`config.mk`:
```
export PLATFORM = sky130hd
export DESIGN_NAME = robo_wall_follower
export DESIGN_NICKNAME = d
export VERILOG_FILES = /design/src/rtl/robo_wall_follower.sv
export SDC_FILE = /design/constraint.sdc
export NUM_CORES = 1
export LEC_CHECK = 0
export CAP_MARGIN = 20
export CELL_PAD_IN_SITES_DETAIL_PLACEMENT = 1
export CELL_PAD_IN_SITES_GLOBAL_PLACEMENT = 2
export CORE_UTILIZATION = 36
export DETAILED_ROUTE_END_ITERATION = 12
export GPL_ROUTABILITY_DRIVEN = 0
export PLACE_DENSITY_LB_ADDON = 0.1
export SLEW_MARGIN = 0
export SYNTH_ARGS = -nofsm -noshare
export SYNTH_HDL_FRONTEND = slang
export SYNTH_SLANG_ARGS = --single-unit
export TNS_END_PERCENT = 10
```
`constraint.sdc`:
```
create_clock -name i_clock -period 7.6 [get_ports i_clock]
set_input_delay 1.9 -clock i_clock [delete_from_list [all_inputs] [get_ports i_clock]]
set_output_delay 1.9 -clock i_clock [all_outputs]
set_load 0.03 [all_outputs]
```
`src/rtl/robo_wall_follower.sv`:
```
// robo_wall_follower
//   Left-hand wall-following navigation controller for the grid-maze robot.
//   Consumes the head/left wall bits from the map model and issues one-cycle
//   move commands plus the current heading. Tracks its own row/column and
//   stops on the goal cell, on step-budget exhaustion, or when enclosed.
//
// Ports
//   i_clock        only clock
//   i_reset        synchronous, active-high reset
//   i_start        begin navigation (sampled only in IDLE)
//   i_head         1 = wall directly ahead
//   i_left         1 = wall to the left
//   o_acao[2:0]    move pulse: 001 row-1, 010 col-1, 011 row+1, 100 col+1, 000 none
//   o_orientacao   heading: 001 N, 010 W, 011 E, 100 S
//   o_busy         high from start acceptance until DONE/FAIL
//   o_done         sticky, goal reached
//   o_fail         sticky, budget exhausted or enclosed
//   o_steps[15:0]  moves issued (saturating)
//   o_row, o_col   tracked position
//
// state  | meaning
// IDLE   | waiting for start, heading at INIT_ORI
// WAIT   | settle counter running, map updating sensors for the new pose
// DECIDE | sample head/left once and apply the left-hand rule
// DONE   | goal reached, outputs hold until reset
// FAIL   | budget exhausted or enclosed, outputs hold until reset
module robo_wall_follower #(
  parameter int unsigned INIT_ROW  = 1,
  parameter int unsigned INIT_COL  = 1,
  parameter logic [2:0]  INIT_ORI  = 3'b011,
  parameter int unsigned GOAL_ROW  = 18,
  parameter int unsigned GOAL_COL  = 18,
  parameter int unsigned SETTLE    = 2,
  parameter int unsigned MAX_STEPS = 1000
) (
  input  logic        i_clock,
  input  logic        i_reset,
  input  logic        i_start,
  input  logic        i_head,
  input  logic        i_left,
  output logic [2:0]  o_acao,
  output logic [2:0]  o_orientacao,
  output logic        o_busy,
  output logic        o_done,
  output logic        o_fail,
  output logic [15:0] o_steps,
  output logic [7:0]  o_row,
  output logic [7:0]  o_col
);

  localparam logic [2:0] ORI_N = 3'b001;
  localparam logic [2:0] ORI_W = 3'b010;
  localparam logic [2:0] ORI_E = 3'b011;
  localparam logic [2:0] ORI_S = 3'b100;

  localparam logic [2:0] ACT_NONE    = 3'b000;
  localparam logic [2:0] ACT_ROW_DEC = 3'b001;
  localparam logic [2:0] ACT_COL_DEC = 3'b010;
  localparam logic [2:0] ACT_ROW_INC = 3'b011;
  localparam logic [2:0] ACT_COL_INC = 3'b100;

  typedef enum logic [2:0] {S_IDLE, S_WAIT, S_DECIDE, S_DONE, S_FAIL} state_t;

  function automatic logic [2:0] turn_left(input logic [2:0] ori);
    logic [2:0] res;
    case (ori)
      ORI_N:   res = ORI_W;
      ORI_W:   res = ORI_S;
      ORI_S:   res = ORI_E;
      ORI_E:   res = ORI_N;
      default: res = ori;
    endcase
    return res;
  endfunction

  function automatic logic [2:0] turn_right(input logic [2:0] ori);
    logic [2:0] res;
    case (ori)
      ORI_N:   res = ORI_E;
      ORI_E:   res = ORI_S;
      ORI_S:   res = ORI_W;
      ORI_W:   res = ORI_N;
      default: res = ori;
    endcase
    return res;
  endfunction

  // Heading and move codes differ for E/S, so this is not an identity map.
  function automatic logic [2:0] fwd(input logic [2:0] ori);
    logic [2:0] res;
    case (ori)
      ORI_N:   res = ACT_ROW_DEC;
      ORI_W:   res = ACT_COL_DEC;
      ORI_E:   res = ACT_COL_INC;
      ORI_S:   res = ACT_ROW_INC;
      default: res = ACT_NONE;
    endcase
    return res;
  endfunction

  state_t      r_state, w_state;
  logic [15:0] r_cnt, w_cnt;
  logic [2:0]  r_rturn, w_rturn;
  logic [2:0]  r_acao, w_acao;
  logic [2:0]  r_ori, w_ori;
  logic        r_busy, w_busy;
  logic        r_done, w_done;
  logic        r_fail, w_fail;
  logic [15:0] r_steps, w_steps;
  logic [7:0]  r_row, w_row;
  logic [7:0]  r_col, w_col;

  logic        w_mv_en;
  logic [2:0]  w_mv_ori;
  logic        w_at_goal;

  assign w_at_goal = (r_row == 8'(GOAL_ROW)) && (r_col == 8'(GOAL_COL));

  always_comb begin
    w_state  = r_state;
    w_cnt    = r_cnt;
    w_rturn  = r_rturn;
    w_acao   = ACT_NONE;
    w_ori    = r_ori;
    w_busy   = r_busy;
    w_done   = r_done;
    w_fail   = r_fail;
    w_steps  = r_steps;
    w_row    = r_row;
    w_col    = r_col;
    w_mv_en  = 1'b0;
    w_mv_ori = r_ori;

    case (r_state)
      S_IDLE: begin
        if (i_start) begin
          w_state = S_WAIT;
          w_cnt   = 16'(SETTLE);
          w_busy  = 1'b1;
        end
      end
      S_WAIT: begin
        if (r_cnt <= 16'd1) w_state = S_DECIDE;
        else                w_cnt   = r_cnt - 16'd1;
      end
      S_DECIDE: begin
        if (w_at_goal) begin
          w_state = S_DONE;
          w_busy  = 1'b0;
          w_done  = 1'b1;
        end else if (r_steps == 16'(MAX_STEPS)) begin
          w_state = S_FAIL;
          w_busy  = 1'b0;
          w_fail  = 1'b1;
        end else if (!i_left) begin
          w_ori    = turn_left(r_ori);
          w_mv_ori = turn_left(r_ori);
          w_mv_en  = 1'b1;
        end else if (!i_head) begin
          w_mv_en  = 1'b1;
        end else begin
          w_ori   = turn_right(r_ori);
          w_rturn = r_rturn + 3'd1;
          // Fourth consecutive right turn without a move: all sides walled.
          if (r_rturn == 3'd3) begin
            w_state = S_FAIL;
            w_busy  = 1'b0;
            w_fail  = 1'b1;
          end else begin
            w_state = S_WAIT;
            w_cnt   = 16'(SETTLE);
          end
        end
      end
      S_DONE, S_FAIL: begin
        w_state = r_state;
      end
      default: w_state = S_IDLE;
    endcase

    if (w_mv_en) begin
      w_acao = fwd(w_mv_ori);
      case (w_acao)
        ACT_ROW_DEC: w_row = r_row - 8'd1;
        ACT_ROW_INC: w_row = r_row + 8'd1;
        ACT_COL_DEC: w_col = r_col - 8'd1;
        ACT_COL_INC: w_col = r_col + 8'd1;
        default:     w_row = r_row;
      endcase
      if (r_steps != 16'hFFFF) w_steps = r_steps + 16'd1;
      w_rturn = 3'd0;
      w_state = S_WAIT;
      w_cnt   = 16'(SETTLE);
    end
  end

  always_ff @(posedge i_clock) begin
    if (i_reset) begin
      r_state <= S_IDLE;
      r_cnt   <= 16'd0;
      r_rturn <= 3'd0;
      r_acao  <= ACT_NONE;
      r_ori   <= INIT_ORI;
      r_busy  <= 1'b0;
      r_done  <= 1'b0;
      r_fail  <= 1'b0;
      r_steps <= 16'd0;
      r_row   <= 8'(INIT_ROW);
      r_col   <= 8'(INIT_COL);
    end else begin
      r_state <= w_state;
      r_cnt   <= w_cnt;
      r_rturn <= w_rturn;
      r_acao  <= w_acao;
      r_ori   <= w_ori;
      r_busy  <= w_busy;
      r_done  <= w_done;
      r_fail  <= w_fail;
      r_steps <= w_steps;
      r_row   <= w_row;
      r_col   <= w_col;
    end
  end

  assign o_acao       = r_acao;
  assign o_orientacao = r_ori;
  assign o_busy       = r_busy;
  assign o_done       = r_done;
  assign o_fail       = r_fail;
  assign o_steps      = r_steps;
  assign o_row        = r_row;
  assign o_col        = r_col;

endmodule

```
==> results by group <==
Drt
  • Final ANT Viol Nets: 0
  • Routed wire per std cell: 16.07 um
  • DRT iter0 DRCs: 94
  • Remaining DRCs: 0
  • Final wirelength: 10100 um
  • Drt pass-1 iters: 4
  • Vias per std cell: 5.395
  • Total number of vias: roughly 3400

Setup path
  • Critical Path End: o_row[7]
  • Critical path class: primary input to register
  • Crit. End Element: register
  • Reg2reg start: o_col[4]
  • Arrival time of the worst setup path: 5890 ps
  • Crit path from: i_left
  • Worst reg2reg endpoint: o_row[7]
  • CP max FO: 18
  • Reg2reg path depth: 12
  • Worst path required time: 7870 ps
  • Type of origin of the critical path: primary input
  • FF-to-FF setup slack: 3330 ps

Final layout
  • # diodes: 0
  • Layout cells sized above 1: 8.537%
  • Synthesis-to-layout area growth: 20.64%
  • Nets: 512

Floorplan
  • Starting density of the core: between 30% and 40%
  • Core ar.: 10280 um^2
  • Ports: 46
  • Die W: 104.6 um
  • DIE HEIGHT: 104.6 um
  • Total die area: between 10000 and 15000 um^2
  • Site row count: 37

Yosys
  • Post-synth EDFFs: 0
  • Synth Instances: ~450
  • Async SR Flop Fraction: 0%
  • Yosys cell types: 67
  • Synthesis Warnings: 0
  • Yosys reg bits: 63
  • Ys flop type: dfxtp_1
  • Synth Net Count: 472
  • Register area share after synthesis: 33.29%
  • Mapped cell area: 3789 um^2
  • Avg Cell Area, Syn: 8.476 um^2

CTS
  • Clock Path Buffers: 2
  • Setup bufs post-CTS: 0
  • CTS tree: done
  • Post-CTS sizing: 0
  • Latest clock arrival within the worst-skew pair: 350 ps
  • Clk sinks: 63
  • Post-CTS Hold Buffers: 0
  • H-tree Lvls: 3
  • Clock transition at path regs: 80 ps
  • Root buf cell: clkbuf_8
  • Inserted Clock Buffers: 9

Placed design
  • Detailed Place HPWL: 6963 um
  • Port bufs: 45

Power and ir drop
  • Net Sw Frac: 39.70%
  • Power Dens Cells: roughly 300 nW/um^2
  • Clock power frac: 23.9%
  • Worst vdd ir: 132.5 uV
  • Internal power: 0.8250 mW
  • Gate power share: 43.3%
  • LEAKAGE: 1.622 nW
  • P_sw: 0.5432 mW
  • Sequential Power Share: 32.8%

Global route
  • Total GRT Usage: 19.15%
  • Congestion Overflow GR: 0
  • Global-route wire length before repair: 16990 um
  • Number of global-route vias before repair: ~3500
  • Initial antenna violation count: 0
  • Largest net degree at the start of global routing: 53

Status
  • Status: finished, final reports clean

Timing
  • Hold WS: roughly 470 ps
  • Final setup vio count: 0
  • Final Hold Viols: 0
  • F_max: 178.1 MHz
  • Slew Viols, Final: 0
  • Fin Setup TNS: 0 ps
  • Period minus WS final: 5616 ps
  • RSZ-0062 raised after global routing: false
  • Final period utilization: 73.89%
  • Setup Skew: around 7.0 ps
  • Slew @ Worst Pin: 982.1 ps
  • Max_slew headroom: between 30% and 40%

Flow run
  • Max Cap Viol: 0

Worst hold path
  • HP Class: register to register
==> area by class of cell <==
type	count	area, um^2
Fill cell	1254	5707
Clock buffer	10	127.6
Timing Repair Buffer	49	483.0
Tap cell	136	170.2
Multi-Input combinational cell	345	2372
Inverter	19	71.32
Sequential cell	63	1261
Clock inverter	6	85.08
==> sequential cells by signal (all words and copies together) (netlist names) <==
name / flops
r_rturn: 3
o_orientacao: 3
r_state: 3
r_cnt: 16
o_done: 1
o_busy: 1
o_col: 8
o_fail: 1
o_row: 8
o_acao: 3
o_steps: 16
==> cells by family (layout without fill, tap and decap cells) <==
group,count (synthesis),after routing,synth area share (%)
DFF,63,63,33.29
buffers and inverters,39,84,4.095
adders and majority gates,20,20,7.001
muxes,16,16,4.359
xor gates and xnor gates,33,33,7.629
and+or+nand+nor,182,182,26.35
AOI/OAI and AO/OA,94,94,17.27
==> power groups by stage <==
stage                     clock (mW)  combinational, mW  sequential, mW
after floorplan                    0              0.462           0.446
after global placement             0              0.571           0.454
after detailed placement           0              0.585           0.456
after CTS                      0.339              0.594           0.449
after global routing           0.353              0.658           0.458
final                          0.327              0.592           0.448
==> how the worst min path moves through the flow <==
| stage | startpoint | endpoint | slack, ps | cells after the start |
|---|---|---|---|---|
| final | r_rturn[1] | r_rturn[1] | 470 | 2 |
| after global routing | r_rturn[1] | r_rturn[1] | 490 | 2 |
| after CTS | r_rturn[1] | r_rturn[1] | 470 | 2 |
| after detailed placement | r_rturn[1] | r_rturn[1] | 450 | 2 |
| after global placement | r_rturn[1] | r_rturn[1] | 450 | 2 |
| after floorplan | r_rturn[1] | r_rturn[1] | 440 | 2 |
==> cell usage in the layout (no fill, tap or decap), types with 8 or more instances in the layout <==
cell type / n
nand3_1: 10
mux2i_1: 12
ha_1: 18
nor3_1: 18
nor2_1: 63
o21ai_0: 13
clkbuf_8: 9
nand2b_1: 8
nand2_1: 20
nand4_1: 9
a21oi_1: 33
dfxtp_1: 63
xnor2_1: 31
inv_1: 18
clkdlybuf4s50_1: 44
==> per-stage QoR <==
stage	setup WS [ps]	util, %	power (mW)	instance area [um^2]	std cells
after floorplan	2973	-	0.9087	3789	447
after global placement	1741	42.26	1.025	4343	611
after detailed placement	1607	42.26	1.041	4343	611
after CTS	1944	44.33	1.382	4556	627
after global routing	1576	44.47	1.469	4571	628
final	1984	44.47	1.368	4571	628
==> cells in the mapped netlist, drive strengths merged, types with 7 or more instances <==
cell type,count,area (um^2)
a2111oi,7,67.56
a21oi,34,173.9
clkbuf,14,52.55
dfxtp,63,1261
ha,18,225.2
inv,19,71.31
mux2i,12,120.1
nand2,20,75.07
nand2b,8,50.05
nand3,10,50.05
nand4,10,68.81
nor2,63,236.5
nor3,19,100.1
nor4,8,65.06
o21ai,14,73.82
o21bai,7,52.55
or3,8,55.05
xnor2,31,271.5
==> per-layer routing <==
| layer | global-route usage (%) | wire length (um) | share of wire (%) |
|---|---|---|---|
| met2 | 32.69 | 4793 | 47 |
| met5 | 0 | 0 | 0 |
| met1 | 23.94 | 4913 | 49 |
| met4 | 6.439 | 90 | 0.89 |
| met3 | 3.930 | 298 | 3.0 |
==> worst max-delay path: stages <==
cell and delay [ps]:
clkdlybuf4s50_1 770, nor4_4 490, mux2i_1 420, inv_1 260, ha_1 330, a21oi_1 180
o21ai_0 130, a2111oi_0 850, o21bai_1 170, mux2_2 300, o2111ai_1 90
Power figures use the tool's default switching activity.
